--- config.mk ---
export PLATFORM = sky130hd
export DESIGN_NAME = result_uart_tx_flat
export DESIGN_NICKNAME = d
export VERILOG_FILES = /design/src/rtl/result_uart_tx_if.sv /design/src/rtl/result_uart_tx.sv /design/src/flat_wrapper.sv
export SDC_FILE = /design/constraint.sdc
export NUM_CORES = 1
export LEC_CHECK = 0
export CAP_MARGIN = 20
export CORE_ASPECT_RATIO = 0.9
export CORE_MARGIN = 2
export CORE_UTILIZATION = 35
export CTS_CLUSTER_SIZE = 16
export DETAILED_ROUTE_END_ITERATION = 10
export DONT_BUFFER_PORTS = 1
export PLACE_DENSITY = 0.59
export SLEW_MARGIN = 0
export SYNTH_ARGS = -nofsm -noshare
export SYNTH_HDL_FRONTEND = slang
export SYNTH_SLANG_ARGS = --single-unit
--- constraint.sdc ---
create_clock -name clk -period 5.2 [get_ports clk]
set_input_delay 0.78 -clock clk [delete_from_list [all_inputs] [get_ports clk]]
set_output_delay 0.78 -clock clk [all_outputs]
set_load 0.02 [all_outputs]
--- src/rtl/result_uart_tx_if.sv ---
// Result bus plus UART status between the analyst stage and the TX block.
// Master drives the frame marker and results; slave returns line and status.
interface result_uart_tx_if;
    logic        new_frm;
    logic [11:0] centre_pos_x;
    logic [11:0] centre_pos_y;
    logic [9:0]  angle_x;
    logic [9:0]  angle_y;
    logic        chieu_xoay;
    logic        tx;
    logic        busy;
    logic        pkt_done;

    modport master (
        output new_frm, centre_pos_x, centre_pos_y,
        output angle_x, angle_y, chieu_xoay,
        input  tx, busy, pkt_done
    );

    modport slave (
        input  new_frm, centre_pos_x, centre_pos_y,
        input  angle_x, angle_y, chieu_xoay,
        output tx, busy, pkt_done
    );
endinterface

--- src/rtl/result_uart_tx.sv ---
// Snapshots analyst results on each new-frame edge and sends them
// as an 11-byte 8N1 packet: 0xAA, nine payload bytes, checksum.
module result_uart_tx #(
    parameter int unsigned CLKS_PER_BIT = 434
) (
    input  logic             clk,
    input  logic             rst_n,
    result_uart_tx_if.slave  bus
);

    localparam logic [15:0] LAST = 16'(CLKS_PER_BIT - 1);

    typedef enum logic [1:0] {IDLE, START, DATA, STOP} state_e;

    state_e           state_q, state_d;
    logic [15:0]      cnt_q, cnt_d;
    logic [2:0]       bit_q, bit_d;
    logic [3:0]       byte_q, byte_d;
    logic             tx_q, tx_d;
    logic             busy_q, busy_d;
    logic             done_q, done_d;
    logic             pend_q, pend_d;
    logic             r1_q, r2_q;
    logic [11:0]      snap_cx_q, snap_cy_q;
    logic [9:0]       snap_ax_q, snap_ay_q;
    logic             snap_cz_q;
    logic [10:0][7:0] pkt_q, pkt_ld;
    logic             load;
    logic             trig;
    logic [11:0]      cx, cy;
    logic [9:0]       ax, ay;
    logic             cz;
    logic [7:0]       sum;
    logic [7:0]       cur;
    logic [2:0]       nbit;

    assign trig = r1_q & ~r2_q;

    // A trig on the load edge means that edge's inputs are the newest snapshot
    always_comb begin
        cx = trig ? bus.centre_pos_x : snap_cx_q;
        cy = trig ? bus.centre_pos_y : snap_cy_q;
        ax = trig ? bus.angle_x      : snap_ax_q;
        ay = trig ? bus.angle_y      : snap_ay_q;
        cz = trig ? bus.chieu_xoay   : snap_cz_q;
        pkt_ld[0] = 8'hAA;
        pkt_ld[1] = {4'h0, cx[11:8]};
        pkt_ld[2] = cx[7:0];
        pkt_ld[3] = {4'h0, cy[11:8]};
        pkt_ld[4] = cy[7:0];
        pkt_ld[5] = {6'h0, ax[9:8]};
        pkt_ld[6] = ax[7:0];
        pkt_ld[7] = {6'h0, ay[9:8]};
        pkt_ld[8] = ay[7:0];
        pkt_ld[9] = {7'h0, cz};
        sum = 8'h00;
        for (int i = 1; i < 10; i++) begin
            sum = sum + pkt_ld[i];
        end
        pkt_ld[10] = sum;
    end

    assign cur  = pkt_q[byte_q];
    assign nbit = bit_q + 3'd1;

    always_comb begin
        state_d = state_q;
        cnt_d   = cnt_q;
        bit_d   = bit_q;
        byte_d  = byte_q;
        tx_d    = tx_q;
        busy_d  = busy_q;
        done_d  = 1'b0;
        pend_d  = pend_q;
        load    = 1'b0;
        if (trig && state_q != IDLE) begin
            pend_d = 1'b1;
        end
        unique case (state_q)
            IDLE: begin
                if (trig) begin
                    state_d = START;
                    cnt_d   = '0;
                    byte_d  = '0;
                    tx_d    = 1'b0;
                    busy_d  = 1'b1;
                    load    = 1'b1;
                end
            end
            START: begin
                if (cnt_q == LAST) begin
                    cnt_d   = '0;
                    bit_d   = '0;
                    state_d = DATA;
                    tx_d    = cur[0];
                end else begin
                    cnt_d = cnt_q + 16'd1;
                end
            end
            DATA: begin
                if (cnt_q == LAST) begin
                    cnt_d = '0;
                    if (bit_q == 3'd7) begin
                        state_d = STOP;
                        tx_d    = 1'b1;
                    end else begin
                        bit_d = nbit;
                        tx_d  = cur[nbit];
                    end
                end else begin
                    cnt_d = cnt_q + 16'd1;
                end
            end
            STOP: begin
                if (cnt_q == LAST) begin
                    cnt_d = '0;
                    if (byte_q < 4'd10) begin
                        byte_d  = byte_q + 4'd1;
                        state_d = START;
                        tx_d    = 1'b0;
                    end else begin
                        done_d = 1'b1;
                        pend_d = 1'b0;
                        if (pend_q || trig) begin
                            state_d = START;
                            byte_d  = '0;
                            tx_d    = 1'b0;
                            load    = 1'b1;
                        end else begin
                            state_d = IDLE;
                            busy_d  = 1'b0;
                        end
                    end
                end else begin
                    cnt_d = cnt_q + 16'd1;
                end
            end
            default: state_d = IDLE;
        endcase
    end

    always_ff @(posedge clk or negedge rst_n) begin
        if (!rst_n) begin
            state_q   <= IDLE;
            cnt_q     <= '0;
            bit_q     <= '0;
            byte_q    <= '0;
            tx_q      <= 1'b1;
            busy_q    <= 1'b0;
            done_q    <= 1'b0;
            pend_q    <= 1'b0;
            r1_q      <= 1'b0;
            r2_q      <= 1'b0;
            snap_cx_q <= '0;
            snap_cy_q <= '0;
            snap_ax_q <= '0;
            snap_ay_q <= '0;
            snap_cz_q <= 1'b0;
            pkt_q     <= '0;
        end else begin
            state_q <= state_d;
            cnt_q   <= cnt_d;
            bit_q   <= bit_d;
            byte_q  <= byte_d;
            tx_q    <= tx_d;
            busy_q  <= busy_d;
            done_q  <= done_d;
            pend_q  <= pend_d;
            r1_q    <= bus.new_frm;
            r2_q    <= r1_q;
            if (trig) begin
                snap_cx_q <= bus.centre_pos_x;
                snap_cy_q <= bus.centre_pos_y;
                snap_ax_q <= bus.angle_x;
                snap_ay_q <= bus.angle_y;
                snap_cz_q <= bus.chieu_xoay;
            end
            if (load) begin
                pkt_q <= pkt_ld;
            end
        end
    end

    assign bus.tx       = tx_q;
    assign bus.busy     = busy_q;
    assign bus.pkt_done = done_q;

endmodule

--- src/flat_wrapper.sv ---
// flat-port wrapper written by rule: the top's interface ports become plain ports
module result_uart_tx_flat 
#(
    parameter int unsigned CLKS_PER_BIT = 434
)
  (clk, rst_n, bus_new_frm, bus_centre_pos_x, bus_centre_pos_y, bus_angle_x, bus_angle_y, bus_chieu_xoay, bus_tx, bus_busy, bus_pkt_done);
  result_uart_tx_if bus_i ();
  input  logic clk;
  input  logic rst_n;
  input wire logic [$bits(bus_i.new_frm)-1:0] bus_new_frm;
  input wire logic [$bits(bus_i.centre_pos_x)-1:0] bus_centre_pos_x;
  input wire logic [$bits(bus_i.centre_pos_y)-1:0] bus_centre_pos_y;
  input wire logic [$bits(bus_i.angle_x)-1:0] bus_angle_x;
  input wire logic [$bits(bus_i.angle_y)-1:0] bus_angle_y;
  input wire logic [$bits(bus_i.chieu_xoay)-1:0] bus_chieu_xoay;
  output wire logic [$bits(bus_i.tx)-1:0] bus_tx;
  output wire logic [$bits(bus_i.busy)-1:0] bus_busy;
  output wire logic [$bits(bus_i.pkt_done)-1:0] bus_pkt_done;
  assign bus_i.new_frm = bus_new_frm;
  assign bus_i.centre_pos_x = bus_centre_pos_x;
  assign bus_i.centre_pos_y = bus_centre_pos_y;
  assign bus_i.angle_x = bus_angle_x;
  assign bus_i.angle_y = bus_angle_y;
  assign bus_i.chieu_xoay = bus_chieu_xoay;
  assign bus_tx = bus_i.tx;
  assign bus_busy = bus_i.busy;
  assign bus_pkt_done = bus_i.pkt_done;
  result_uart_tx #(.CLKS_PER_BIT(CLKS_PER_BIT)) u_core (.clk(clk), .rst_n(rst_n), .bus(bus_i));
endmodule
Yosys cells after proc, flatten, opt, wreduce, memory -nomap -nowiden --
Cells that the tools add are included.
Operators by class: $add $sub $neg 11, multiply operators 0, div/mod/pow operators 0, magnitude comparators 3, equal/unequal tests 14, shift operators 0, multiplexer cells 54, bitwise gates (word level) 2, reduce and logical (&&, ||, !) cells 12
Operators by type and width (number):
- $bmux W8 S4 | 1
- $mux W16 | 2
- $pmux W16 S2 | 1
- $mux W1 | 25
- $add A8 B8 Y8 | 3
- $mux W12 | 2
- $mux W10 | 2
- $add A16 B1 Y16 const B | 1
- $add A8 B2 Y8 | 2
- $eq A16 B9 Y1 const B | 1
- $mux W4 | 4
- $reduce_and A5 Y1 | 3
- $mux W2 | 6
- $ne A2 B1 Y1 const B | 5
- $mux W3 | 3
- $add A4 B8 Y8 | 1
- $add A8 B1 Y8 | 1
- $add A8 B4 Y8 | 1
- $mux W8 | 1
- $pmux W2 S4 | 1
- $pmux W4 S2 | 1
- $reduce_and A4 Y1 | 2
- $ne A2 B2 Y1 const B | 3
- $pmux W3 S2 | 1
- other kinds (19) | 23
Storage, ports and cells: flip-flop bits (word level) 130, bits in latches 0, memory bits (writable) 0, memory bits (read-only) 0, input port bits 48, output and inout port bits 3, word-level logic and storage cells 122, memories 0

Longest topological paths before layout --
depth in word-level cells 11, mapped depth 19, gate-level depth less buffers 17

Least setup slack after synthesis --
Ideal clock, no wire load.
path kind register to register, from reg u_core.r1_q, to reg u_core.pkt_q[87] in the netlist's numbering, setup time 121 ps, arrival 4619 ps, data required time 5079 ps, setup slack 460 ps, cell stages (with the launch flop) 20, buffers on the path 2, clock period less this slack 4740 ps, path through dfrtp_1 > nand2b_1 > buf_2 > buf_2 > mux2i_1 > fa_1 > inv_1 > fa_1 > fa_1 > inv_1 > fa_1 > inv_1 > ha_1 > fa_1 > a21oi_1 > nor2_1 > nor2_1 > o21ai_0 > xnor2_1 > o21ai_1
On the way: cells in the longest elaborated chain, start to end 10, elaborated cells between the ends (all ways) 20, those cells by class 8 x add/sub; 10 x mux; 1 x bitwise; 1 x reduce/logical
RTL lines:
- start: declaration | line result_uart_tx.sv:23 | logic r1_q, r2_q;
- start signal: assignment | line result_uart_tx.sv:169 | r1_q <= bus.new_frm;
- $and A1 B1 Y1 (*) | line result_uart_tx.sv:37 | assign trig = r1_q & ~r2_q;
- $mux W12 | line result_uart_tx.sv:41 | cx = trig ? bus.centre_pos_x : snap_cx_q;
- $add A4 B8 Y8 | line result_uart_tx.sv:58 | sum = sum + pkt_ld[i];
- $add A8 B4 Y8 | line result_uart_tx.sv:58
- $add A8 B8 Y8 | line result_uart_tx.sv:58
- $add A8 B2 Y8 | line result_uart_tx.sv:58
- $add A8 B8 Y8 | line result_uart_tx.sv:58
- $add A8 B2 Y8 | line result_uart_tx.sv:58
- $add A8 B8 Y8 | line result_uart_tx.sv:58
- $add A8 B1 Y8 | line result_uart_tx.sv:58
- end signal: assignment | line result_uart_tx.sv:179 | pkt_q <= pkt_ld;
- end: declaration | line result_uart_tx.sv:27 | logic [10:0][7:0] pkt_q, pkt_ld;
Mark *: on every way between the ends. The rest lies on a longest branch, timed or not. A chain may end at the register's enable or synchronous reset.

Final worst setup path --
from reg u_core.r2_q, to reg u_core.pkt_q[87] in the netlist's numbering
On the way: cells in the longest elaborated chain, start to end 11, elaborated cells between the ends (all ways) 21, those cells by class 8 x add/sub; 10 x mux; 2 x bitwise; 1 x reduce/logical
RTL lines:
- start: declaration | line result_uart_tx.sv:23
- start signal: assignment | line result_uart_tx.sv:170 | r2_q <= r1_q;
- $not A1 Y1 (*) | line result_uart_tx.sv:37
- $and A1 B1 Y1 (*) | line result_uart_tx.sv:37
- $mux W12 | line result_uart_tx.sv:41
- $add A4 B8 Y8 | line result_uart_tx.sv:58
- $add A8 B4 Y8 | line result_uart_tx.sv:58
- $add A8 B8 Y8 | line result_uart_tx.sv:58
- $add A8 B2 Y8 | line result_uart_tx.sv:58
- $add A8 B8 Y8 | line result_uart_tx.sv:58
- $add A8 B2 Y8 | line result_uart_tx.sv:58
- $add A8 B8 Y8 | line result_uart_tx.sv:58
- $add A8 B1 Y8 | line result_uart_tx.sv:58
Marks and branches as above.

==> impl_results.md <==
* Outcome: finished, final reports clean
* Die area at 21000 um^2
* Sequential-to-total area share from yosys stat at 46.8%
* Post-synthesis xor/xnor area fraction at 3.15%
* WL/cell at 16.4 um
* Largest net degree at the start of global routing at 131
* Reg2reg start: u_core.r2_q
* Via count at approximately 4600
* First DRT Iteration DRCs at about 270
* Antenna Violating Nets Remaining at 0
* Crit path from: u_core.r2_q
* Via density at 5.03
* Crit end category: register
* CP max FO at 14
* Final Routed Wirelength at roughly 15000 um
* Placed Cells at 872
* DP Area at 7180 um^2
* Most frequent cells in the layout: 129 x dfrtp_1, 119 x nand2_1, 59 x inv_1, 42 x o21ai_0, 34 x mux2i_1
* Final Cell Area at 7790 um^2
* Synthesized area per cell at 10.8 um^2
* CTS root buffer: clkbuf_16
* CP Launch Type: register
* Adder-cell share of the synthesized area at 11.6%
* RD Place Congestion at 0.813
* Max H-tree Level at 4
* Synth Instances at 645
* Synth unique cells at between 50 and 60
* Ys async rst share at 100%
* CTS Buffer Depth at 2
* DRC violations left at 0
* Actual slew at the worst max-slew pin at 0.977 ns
* Nets at 738
* Die Y at roughly 140 um
* RSZ-0062 raised after global routing: no
* PwrDens at 579 nW/um^2
* MaxCap Viol Count at 0
* Synthesized flop and latch total at 130
* Setup bufs post-CTS at 0
* Final setup TNS at 0 ns
* Num CTS Buffers at 17
* IO buf count at 0
* Max_slew headroom at 34.7%
* Simple-gate area share of the yosys netlist at 12.4%
* Post-layout min period at 4.80 ns
* Core Box Area at 19300 um^2
* Cell Area, Synth at 6950 um^2
* Clk slew on worst S/H paths at 0.05 ns
* Fin. Hold Viols at 0
* Most common cell after layout, fill and taps aside: dfrtp_1
* Achievable Freq at 208 MHz
* Worst r2r dst: u_core.pkt_q[87]
* GRT overflow at 0
* Worst-Skew Late Latency at 0.42 ns
* Number of slew-limit violations in the final report at 0
* Area grow syn2layout at 12.1%
* Post-CTS Resized at 0
* Design Power at 4.51 mW
* Mux share of post-synthesis cell area at 12.1%
* R2R depth at 17
* Initial Util at 35.9%
* Crit Path Category: reg2reg
* Die X at ~150 um
* Final period util at 92.4%
* EDFF count, synth at 0
* Leakage at about 3.6 nW
* CTS tree: done
* R2R Setup Slk at roughly 0.40 ns
* Setup crit end: u_core.pkt_q[87]
* Post-synth net total at 742
* Worst path arrival time at 5.07 ns
* Worst vdd ir at 0.257 mV
* Largest family of logic cells by synthesized area: simple AND/OR/NAND/NOR gates
* Fin cells at 904
* Total GRT Usage at 15.2%
* Max Clock Skew at roughly 0.0065 ns
* Vias in the first global route at 4816
* Worst Path Required at between 5 and 6 ns
* HPWL Detailed at 10500 um
* YS warnings at 0
* Ratio of cells with drive above 1 in the final layout at 12.4%
* Fill count at 1867
* Initial antenna violation count at 2
* Global-route wire length before repair at 24800 um
* Total iterations of the first detailed-routing run at 5
* Cts hold-fix bufs at 0
* Min-Delay Path Class: in2async
* Row count at 48
* Main flop type after synthesis: dfrtp_1
* Setup Viol. Count Final at 0
* Clock sink total at 130
* # IOs at between 50 and 60
* Compound-gate portion of the synthesized area at 8.50%
## stage by stage
stage | worst slack [ns] | hold slack [ns] | util, %
floorplan | 0.460 | 0.368 | -
global placement | 0.524 | 0.396 | 37.1
detailed placement | 0.374 | 0.403 | 37.1
CTS | 0.348 | 0.0457 | 40.3
global route | 0.0852 | 0.0426 | 40.3
finish | 0.395 | 0.0656 | 40.3
## power breakdown
group          internal [mW]  switching, mW
Combinational          0.847          0.975
Clock                  0.787          0.432
Sequential              1.30          0.169
## cells in the mapped netlist, types with 3 or more instances
cell | number | share of area (%)
nor2_1 | 28 | 1.5
dfrtp_1 | 129 | 46
nand3_1 | 3 | 0.22
o21ai_0 | 42 | 3.0
nor3_1 | 7 | 0.50
mux4_2 | 7 | 2.3
nor2b_1 | 3 | 0.27
o21ai_1 | 9 | 0.65
buf_2 | 15 | 1.1
nand4_1 | 6 | 0.54
mux2_4 | 11 | 2.4
mux2_2 | 16 | 2.6
nand2_1 | 119 | 6.4
o211ai_1 | 5 | 0.54
ha_1 | 23 | 4.1
buf_6 | 3 | 0.49
fa_1 | 26 | 7.5
inv_1 | 59 | 3.2
a21oi_1 | 14 | 1.0
clkbuf_1 | 10 | 0.54
nand2b_1 | 5 | 0.45
or3_1 | 3 | 0.27
a22o_1 | 8 | 1.0
xnor2_1 | 14 | 1.8
mux2i_1 | 34 | 4.9
xor2_1 | 11 | 1.4
## final cells by class
cell class	count	area [um^2]	area share, %
timing repair buffer	7	52.6	0.675
tap	250	313	4.02
inverter	59	221	2.84
multi-input combinational	426	3340	42.9
sequential	130	3250	41.8
antenna	1	2.50	0.0321
clock buffer	22	474	6.09
clock inverter	9	130	1.67
## routing by layer
layer	global-route usage [%]	up-vias	part of all wire, %
met3	3.30	18	3.6
li1	-	2151	-
met5	0	-	0
met4	6.12	0	1.9
met1	19.9	2285	46
met2	24.8	96	48
## flip-flops by register name, summed over array words and instances (netlist names)
name                 count
u_core.r1_q              1
u_core.bus.tx            1
u_core.snap_cx_q        12
u_core.byte_q            4
u_core.snap_cz_q         1
u_core.r2_q              1
u_core.state_q           2
u_core.pkt_q            54
u_core.bit_q             3
u_core.bus.pkt_done      1
u_core.cnt_q            16
u_core.bus.busy          1
u_core.snap_ay_q        10
u_core.snap_cy_q        12
u_core.pend_q            1
u_core.snap_ax_q        10
## critical path, stage by stage (launching register included)
cell and delay [ns]:
dfrtp_1 0.38, nand2b_2 0.37, mux2i_1 0.40, fa_1 0.48, inv_1 0.08, fa_1 0.44
fa_1 0.55, inv_1 0.05, fa_1 0.50, inv_1 0.04, ha_1 0.22, fa_1 0.41
a21oi_1 0.14, nor2_1 0.05, nor2_1 0.13, o21ai_0 0.13, xnor2_1 0.18, o21ai_1 0.07
## how the worst min path moves through the flow
| stage | start | endpoint | slack (ns) |
|---|---|---|---|
| CTS | rst_n | u_core.snap_cy_q[4] | 0.05 |
| global placement | u_core.r1_q | u_core.r2_q | 0.40 |
| finish | rst_n | u_core.snap_ax_q[5] | 0.07 |
| detailed placement | u_core.r1_q | u_core.r2_q | 0.40 |
| global route | rst_n | u_core.snap_cy_q[5] | 0.04 |
| floorplan | u_core.r1_q | u_core.r2_q | 0.37 |
## logic make-up (layout without fill, tap and decap cells)
group | after synthesis | in the layout
adders and majority gates | 49 | 49
muxes | 68 | 68
buffers and inverters | 89 | 97
xor gates and xnor gates | 25 | 25
DFF | 130 | 130
other | 0 | 1
AOI/OAI and AO/OA | 96 | 96
and+or+nand+nor | 188 | 188
(Power assumes the default switching activity.)
